**config.mk**
```make
export PLATFORM = sky130hd
export DESIGN_NAME = ieeedrv_rom_loader
export DESIGN_NICKNAME = d
export VERILOG_FILES = /design/src/rtl/ieeedrv_rom_loader.sv
export SDC_FILE = /design/constraint.sdc
export NUM_CORES = 1
export LEC_CHECK = 0
export ABC_CLOCK_PERIOD_IN_PS = 2200
export BUFFER_PORTS_ARGS = -buffer_cell sky130_fd_sc_hd__buf_4
export CAP_MARGIN = 25
export CORE_ASPECT_RATIO = 0.8
export CORE_MARGIN = 5
export CORE_UTILIZATION = 40
export CTS_CLUSTER_SIZE = 10
export DETAILED_ROUTE_END_ITERATION = 6
export PLACE_DENSITY = 0.7
export SYNTH_ARGS = -nofsm -noshare
export SYNTH_HDL_FRONTEND = slang
export SYNTH_SLANG_ARGS = --single-unit
```
**constraint.sdc**
```tcl
create_clock -name clk_sys -period 2.2 [get_ports clk_sys]
set_input_delay 0.11 -clock clk_sys [delete_from_list [all_inputs] [get_ports clk_sys]]
set_output_delay 0.11 -clock clk_sys [all_outputs]
set_load 0.01 [all_outputs]
```
**src/rtl/ieeedrv_rom_loader.sv**
```systemverilog
// ieeedrv_rom_loader: turns the 16-bit HPS ioctl download into ascending byte writes on the drive ROM port.
// Define IEEEDRV_ROM_CSUM_EN to add per-section 16-bit byte checksums; otherwise csum_4040/csum_8250 read 0.
module ieeedrv_rom_loader #(
    parameter logic [7:0] ROM_INDEX = 8'd2,
    parameter int         SECT_SIZE = 18432
) (
    input  logic        clk_sys,
    input  logic        reset,
    input  logic        ioctl_download,
    input  logic [7:0]  ioctl_index,
    input  logic        ioctl_wr,
    input  logic [24:0] ioctl_addr,
    input  logic [15:0] ioctl_dout,
    output logic        ioctl_wait,
    output logic        rom_wr,
    output logic        rom_sel,
    output logic [14:0] rom_addr,
    output logic [7:0]  rom_data,
    output logic [1:0]  loaded,
    output logic        done,
    output logic        proto_err,
    output logic [15:0] csum_4040,
    output logic [15:0] csum_8250
);
    localparam logic [16:0] SECT_END  = 17'(SECT_SIZE);
    localparam logic [16:0] FILE_END  = 17'(2 * SECT_SIZE);
    localparam logic [16:0] LAST_4040 = 17'(SECT_SIZE - 1);
    localparam logic [16:0] LAST_8250 = 17'(2 * SECT_SIZE - 1);

    typedef enum logic [1:0] {
        IDLE  = 2'd0,
        WR_LO = 2'd1,
        WR_HI = 2'd2
    } state_t;

    state_t      state_r;
    logic        act_s;
    logic        act_d_r;
    logic        act_rise_s;
    logic        act_fall_s;
    logic        accept_s;
    logic        going_idle_s;
    logic [16:0] lo_off_s;
    logic        out_of_range_s;
    logic        in_4040_s;
    logic [14:0] map_addr_s;
    logic [16:0] hi_off_r;
    logic [7:0]  hi_byte_r;
    logic        skip_r;
    logic        done_pend_r;

    assign act_s      = ioctl_download && (ioctl_index == ROM_INDEX);
    assign act_rise_s = act_s && !act_d_r;
    assign act_fall_s = !act_s && act_d_r;
    assign accept_s   = ioctl_wr && act_s;

    // Section decode of the incoming word's even byte offset
    always_comb begin
        lo_off_s       = ioctl_addr[16:0];
        out_of_range_s = (ioctl_addr[24:17] != 8'd0) || (lo_off_s >= FILE_END);
        if (lo_off_s < SECT_END) begin
            in_4040_s  = 1'b1;
            map_addr_s = lo_off_s[14:0];
        end else begin
            in_4040_s  = 1'b0;
            map_addr_s = 15'(lo_off_s - SECT_END);
        end
    end

    // Whether the FSM will be in IDLE after this edge (gates the done pulse)
    always_comb begin
        case (state_r)
            IDLE:    going_idle_s = !accept_s;
            WR_LO:   going_idle_s = 1'b0;
            WR_HI:   going_idle_s = 1'b1;
            default: going_idle_s = 1'b1;
        endcase
    end

    // Word-to-byte FSM with registered ROM port, handshake and status flags
    always_ff @(posedge clk_sys or posedge reset) begin
        if (reset) begin
            state_r     <= IDLE;
            act_d_r     <= 1'b0;
            ioctl_wait  <= 1'b0;
            rom_wr      <= 1'b0;
            rom_sel     <= 1'b0;
            rom_addr    <= 15'd0;
            rom_data    <= 8'd0;
            loaded      <= 2'b00;
            done        <= 1'b0;
            proto_err   <= 1'b0;
            hi_off_r    <= 17'd0;
            hi_byte_r   <= 8'd0;
            skip_r      <= 1'b0;
            done_pend_r <= 1'b0;
        end else begin
            act_d_r <= act_s;
            rom_wr  <= 1'b0;
            done    <= 1'b0;
            if (act_rise_s) begin
                loaded <= 2'b00;
            end
            // a download that ends mid-word reports done only once the word is fully written
            if (act_fall_s || done_pend_r) begin
                if (going_idle_s) begin
                    done        <= 1'b1;
                    done_pend_r <= 1'b0;
                end else begin
                    done_pend_r <= 1'b1;
                end
            end
            case (state_r)
                IDLE: begin
                    if (accept_s) begin
                        state_r    <= WR_LO;
                        ioctl_wait <= 1'b1;
                        hi_byte_r  <= ioctl_dout[15:8];
                        hi_off_r   <= {lo_off_s[16:1], 1'b1};
                        skip_r     <= out_of_range_s;
                        if (!out_of_range_s) begin
                            rom_wr   <= 1'b1;
                            rom_sel  <= in_4040_s;
                            rom_addr <= map_addr_s;
                            rom_data <= ioctl_dout[7:0];
                        end
                    end
                end
                WR_LO: begin
                    if (ioctl_wr) begin
                        proto_err <= 1'b1;
                    end
                    state_r <= WR_HI;
                    if (!skip_r) begin
                        rom_wr   <= 1'b1;
                        rom_addr <= {rom_addr[14:1], 1'b1};
                        rom_data <= hi_byte_r;
                        if (hi_off_r == LAST_4040) begin
                            loaded[1] <= 1'b1;
                        end
                        if (hi_off_r == LAST_8250) begin
                            loaded[0] <= 1'b1;
                        end
                    end
                end
                WR_HI: begin
                    if (ioctl_wr) begin
                        proto_err <= 1'b1;
                    end
                    state_r    <= IDLE;
                    ioctl_wait <= 1'b0;
                end
                default: begin
                    state_r    <= IDLE;
                    ioctl_wait <= 1'b0;
                end
            endcase
        end
    end

`ifdef IEEEDRV_ROM_CSUM_EN
    logic [15:0] csum_4040_r;
    logic [15:0] csum_8250_r;

    // Per-section wrap-around byte sums, updated the cycle after each write
    always_ff @(posedge clk_sys or posedge reset) begin
        if (reset) begin
            csum_4040_r <= 16'd0;
            csum_8250_r <= 16'd0;
        end else if (act_rise_s) begin
            csum_4040_r <= 16'd0;
            csum_8250_r <= 16'd0;
        end else if (rom_wr) begin
            if (rom_sel) begin
                csum_4040_r <= csum_4040_r + {8'd0, rom_data};
            end else begin
                csum_8250_r <= csum_8250_r + {8'd0, rom_data};
            end
        end
    end

    assign csum_4040 = csum_4040_r;
    assign csum_8250 = csum_8250_r;
`else
    assign csum_4040 = 16'd0;
    assign csum_8250 = 16'd0;
`endif

endmodule

```
==> results.yml <==
logic_synthesis:
  synthTopCellsByCount: "60 x dfrtp_1, 43 x mux2_2, 32 x buf_4, 13 x nor2_1, 10 x mux2_4"
  synthArstFlopShare_pct: 100
  netlist_instances: 234
  synth_area_leaders: "dfrtp_1 51%, mux2_2 16%, buf_4 8.1%, mux2_4 5.1%, nor2_1 1.7%"
  synth_warnings: 0
  synth_top_area_share_pct: 50.8
  synth_most_common_cell: "dfrtp_1"
  syn_area_um2: 2960
  yosysSeqAreaShare_pct: 50.8
  synth-seq-cells: 60
  ys_types: 42
  synth_enable_flop_cells: 0
  ys.flop_type: "dfrtp_1"
  syn_area_per_cell_um2: 12.6
  yosys.area.top_type: "dfrtp_1"
routing:
  drc: 0
  wl_per_cell_um: 14.3
  met1_length_um: 2780
  top_layer: "met4"
  wl_met3_um: 522
  detail-route-antenna-nets: 0
  wl_met2_um: 2790
  drt_pass1_iterations: 4
  vias: 1953
  wl_um: 6160
  vias_per_cell: 4.55
  drt_iter0_drc: 37
floorplanning:
  initial_core_util_pct: 40.6
  ios: 115
  core_um2: 7290
  rows: 28
  die_area_um2: 9220
  die_w_um: 106
  die_h_um: 86.9
setup_path:
  r2r_slack_ns: 0.19
  crit_type: "in -> reg"
  worstPathArrival_ns: 2.34
  worstPathMaxFanout: 14
  crit_required_ns: 2.41
  rr_worst_depth: 7
  crit_path_end_kind: "flop"
  r2r_start: "state_r[1]"
  worstReg2RegEnd: "rom_addr[3]"
  setup.worst_path.start_class: "input port"
cts:
  cts.sinks: 60
  cts-htree-levels: 3
  clock_tree.root_cell: "clkbuf_8"
  worstSkewPairLatency_ns: 0.33
  path_clk_slew_ns: 0.06
  numCtsBuffers: 9
  cts_buffer_depth: 2
  tritoncts: "done"
power:
  p_total_uw: 2720
  vdd_drop_max_mv: 0.474
  p_leak_uw: 0.00198
  powerDensity_nw_per_um2: 702
sta:
  period_needed_ns: 2.13
  setup_violations: 0
  finalSetupTns_ns: 0
  fin_ws_ns: 0.0704
  slew_headroom_pct: 56.8
  final_max_slew_viol_count: 0
  period_share_pct: 96.8
  tightest_slew_ns: 0.647
  grt_setup_unrepaired: "no"
  final_hold_viol_count: 0
  skew_ns: 0.00318
  fmax_mhz: 470
place:
  place_ws_ns: 0.110
  gp_congestion: 0.748
  port-buffer-count: 82
  hpwl_um: 4720
global_route:
  grt_max_degree: 32
  grt-ovfl-total: 0
  grt_first_pass_wirelength_um: 10300
  track_usage_pct: 14.3
  antenna_found_initial: 0
  grt_pass1_vias: 2133
layout:
  fin_nets: 391
  area_growth_pct: 31.3
  antenna_cells: 0
  final_layout_size_suffix_gt1_share_pct: 49.6
min_path:
  whs_endpoint: "rom_addr[10]"
  hold_depth: 2
  hold_path.class: "in -> reg"
  hold_start: "ioctl_addr[10]"
job:
  drv_cap: 0
run_status:
  status: "finished clean"
## registers in the layout, indices dropped and copies added, names as in the netlist
register     flops
act_d_r          1
done             1
done_pend_r      1
hi_byte_r        8
hi_off_r        17
ioctl_wait       1
loaded           2
proto_err        1
rom_addr        15
rom_data         8
rom_sel          1
rom_wr           1
skip_r           1
state_r          2
## cells in the final DEF (no fill, tap or decap), types with 3 or more instances in the layout
cell type and instances:
buf_4 87, dfrtp_1 60, mux2_2 43, conb_1 32, nor2_1 13, clkbuf_8 12, mux2_4 10, nand2_1 8
dlygate4sd3_1 8, inv_1 7, o21ai_0 6, nand3_1 4, a21oi_1 4, nand4_1 3, ha_1 3, buf_12 3
## logic make-up after synthesis
logic type | synth area share (%)
buffers and inverters | 11.2
xor gates and xnor gates | 0.889
and+or+nand+nor | 10.1
muxes | 21.8
adders and majority gates | 1.27
other | 0.127
DFF | 50.8
AOI/OAI and AO/OA | 3.85
## routing by layer
| layer | GRT usage, % | up-vias |
|---|---|---|
| met5 | 0 | - |
| met2 | 22.2 | 85 |
| met4 | 3.88 | 0 |
| met1 | 18.5 | 909 |
| met3 | 6.08 | 9 |
| li1 | - | 950 |
## how the worst max path moves through the flow
stage	cells after the start	endpoint	slack, ns	start
2_1_floorplan	8	rom_addr[10]	0.15	state_r[0]
3_3_place_gp	6	rom_addr[2]	0.14	ioctl_addr[12]
3_5_place_dp	6	rom_addr[3]	0.11	ioctl_index[4]
4_1_cts	7	rom_addr[3]	0.03	ioctl_wr
5_1_grt	8	rom_addr[1]	0.003	ioctl_wr
6_report	8	rom_addr[3]	0.07	ioctl_wr
## layout make-up
cell class | instances | area (um2)
multi-input cells | 158 | 1240
fillers | 651 | 3410
repair buffers | 98 | 793
clock buffers | 14 | 173
inverters | 8 | 30.0
well taps | 90 | 113
clock inverters | 1 | 30.0
flip-flops and latches | 60 | 1500
## critical path, cell delays in order
cell and delay, ns:
dlygate4sd3_1 0.53, buf_4 0.12, nor4b_2 0.24, nand3_2 0.12
or4_4 0.57, nor2_8 0.13, buf_12 0.17, mux2_2 0.35
## metrics by stage
stage / instance area (um2) / cells / utilization, % / hold WS, ns
after global placement: 3580 / 405 / 49.1 / 0.248
after floorplan: 3070 / 265 / - / 0.198
after detailed placement: 3580 / 405 / 49.1 / 0.249
after CTS: 3850 / 427 / 52.8 / 0.00305
after global routing: 3880 / 429 / 53.2 / 0.000746
final: 3880 / 429 / 53.2 / 0.0205
## report_power, final
group	internal, uW	total, uW	switching (uW)
combinational	267	477	210
sequential	1190	1240	48.4
clock	611	1000	394
## repair_timing
| action | 4_1_cts | 5_1_grt |
|---|---|---|
| hold buffers | 7 | 1 |
| resized for setup | 0 | 0 |
| setup buffers | 0 | 1 |
| endpoints found under the hold margin | 36 | 1 |
| endpoints found under the setup margin | 0 | 4 |
Note: power is estimated with default switching activity, not from simulation.
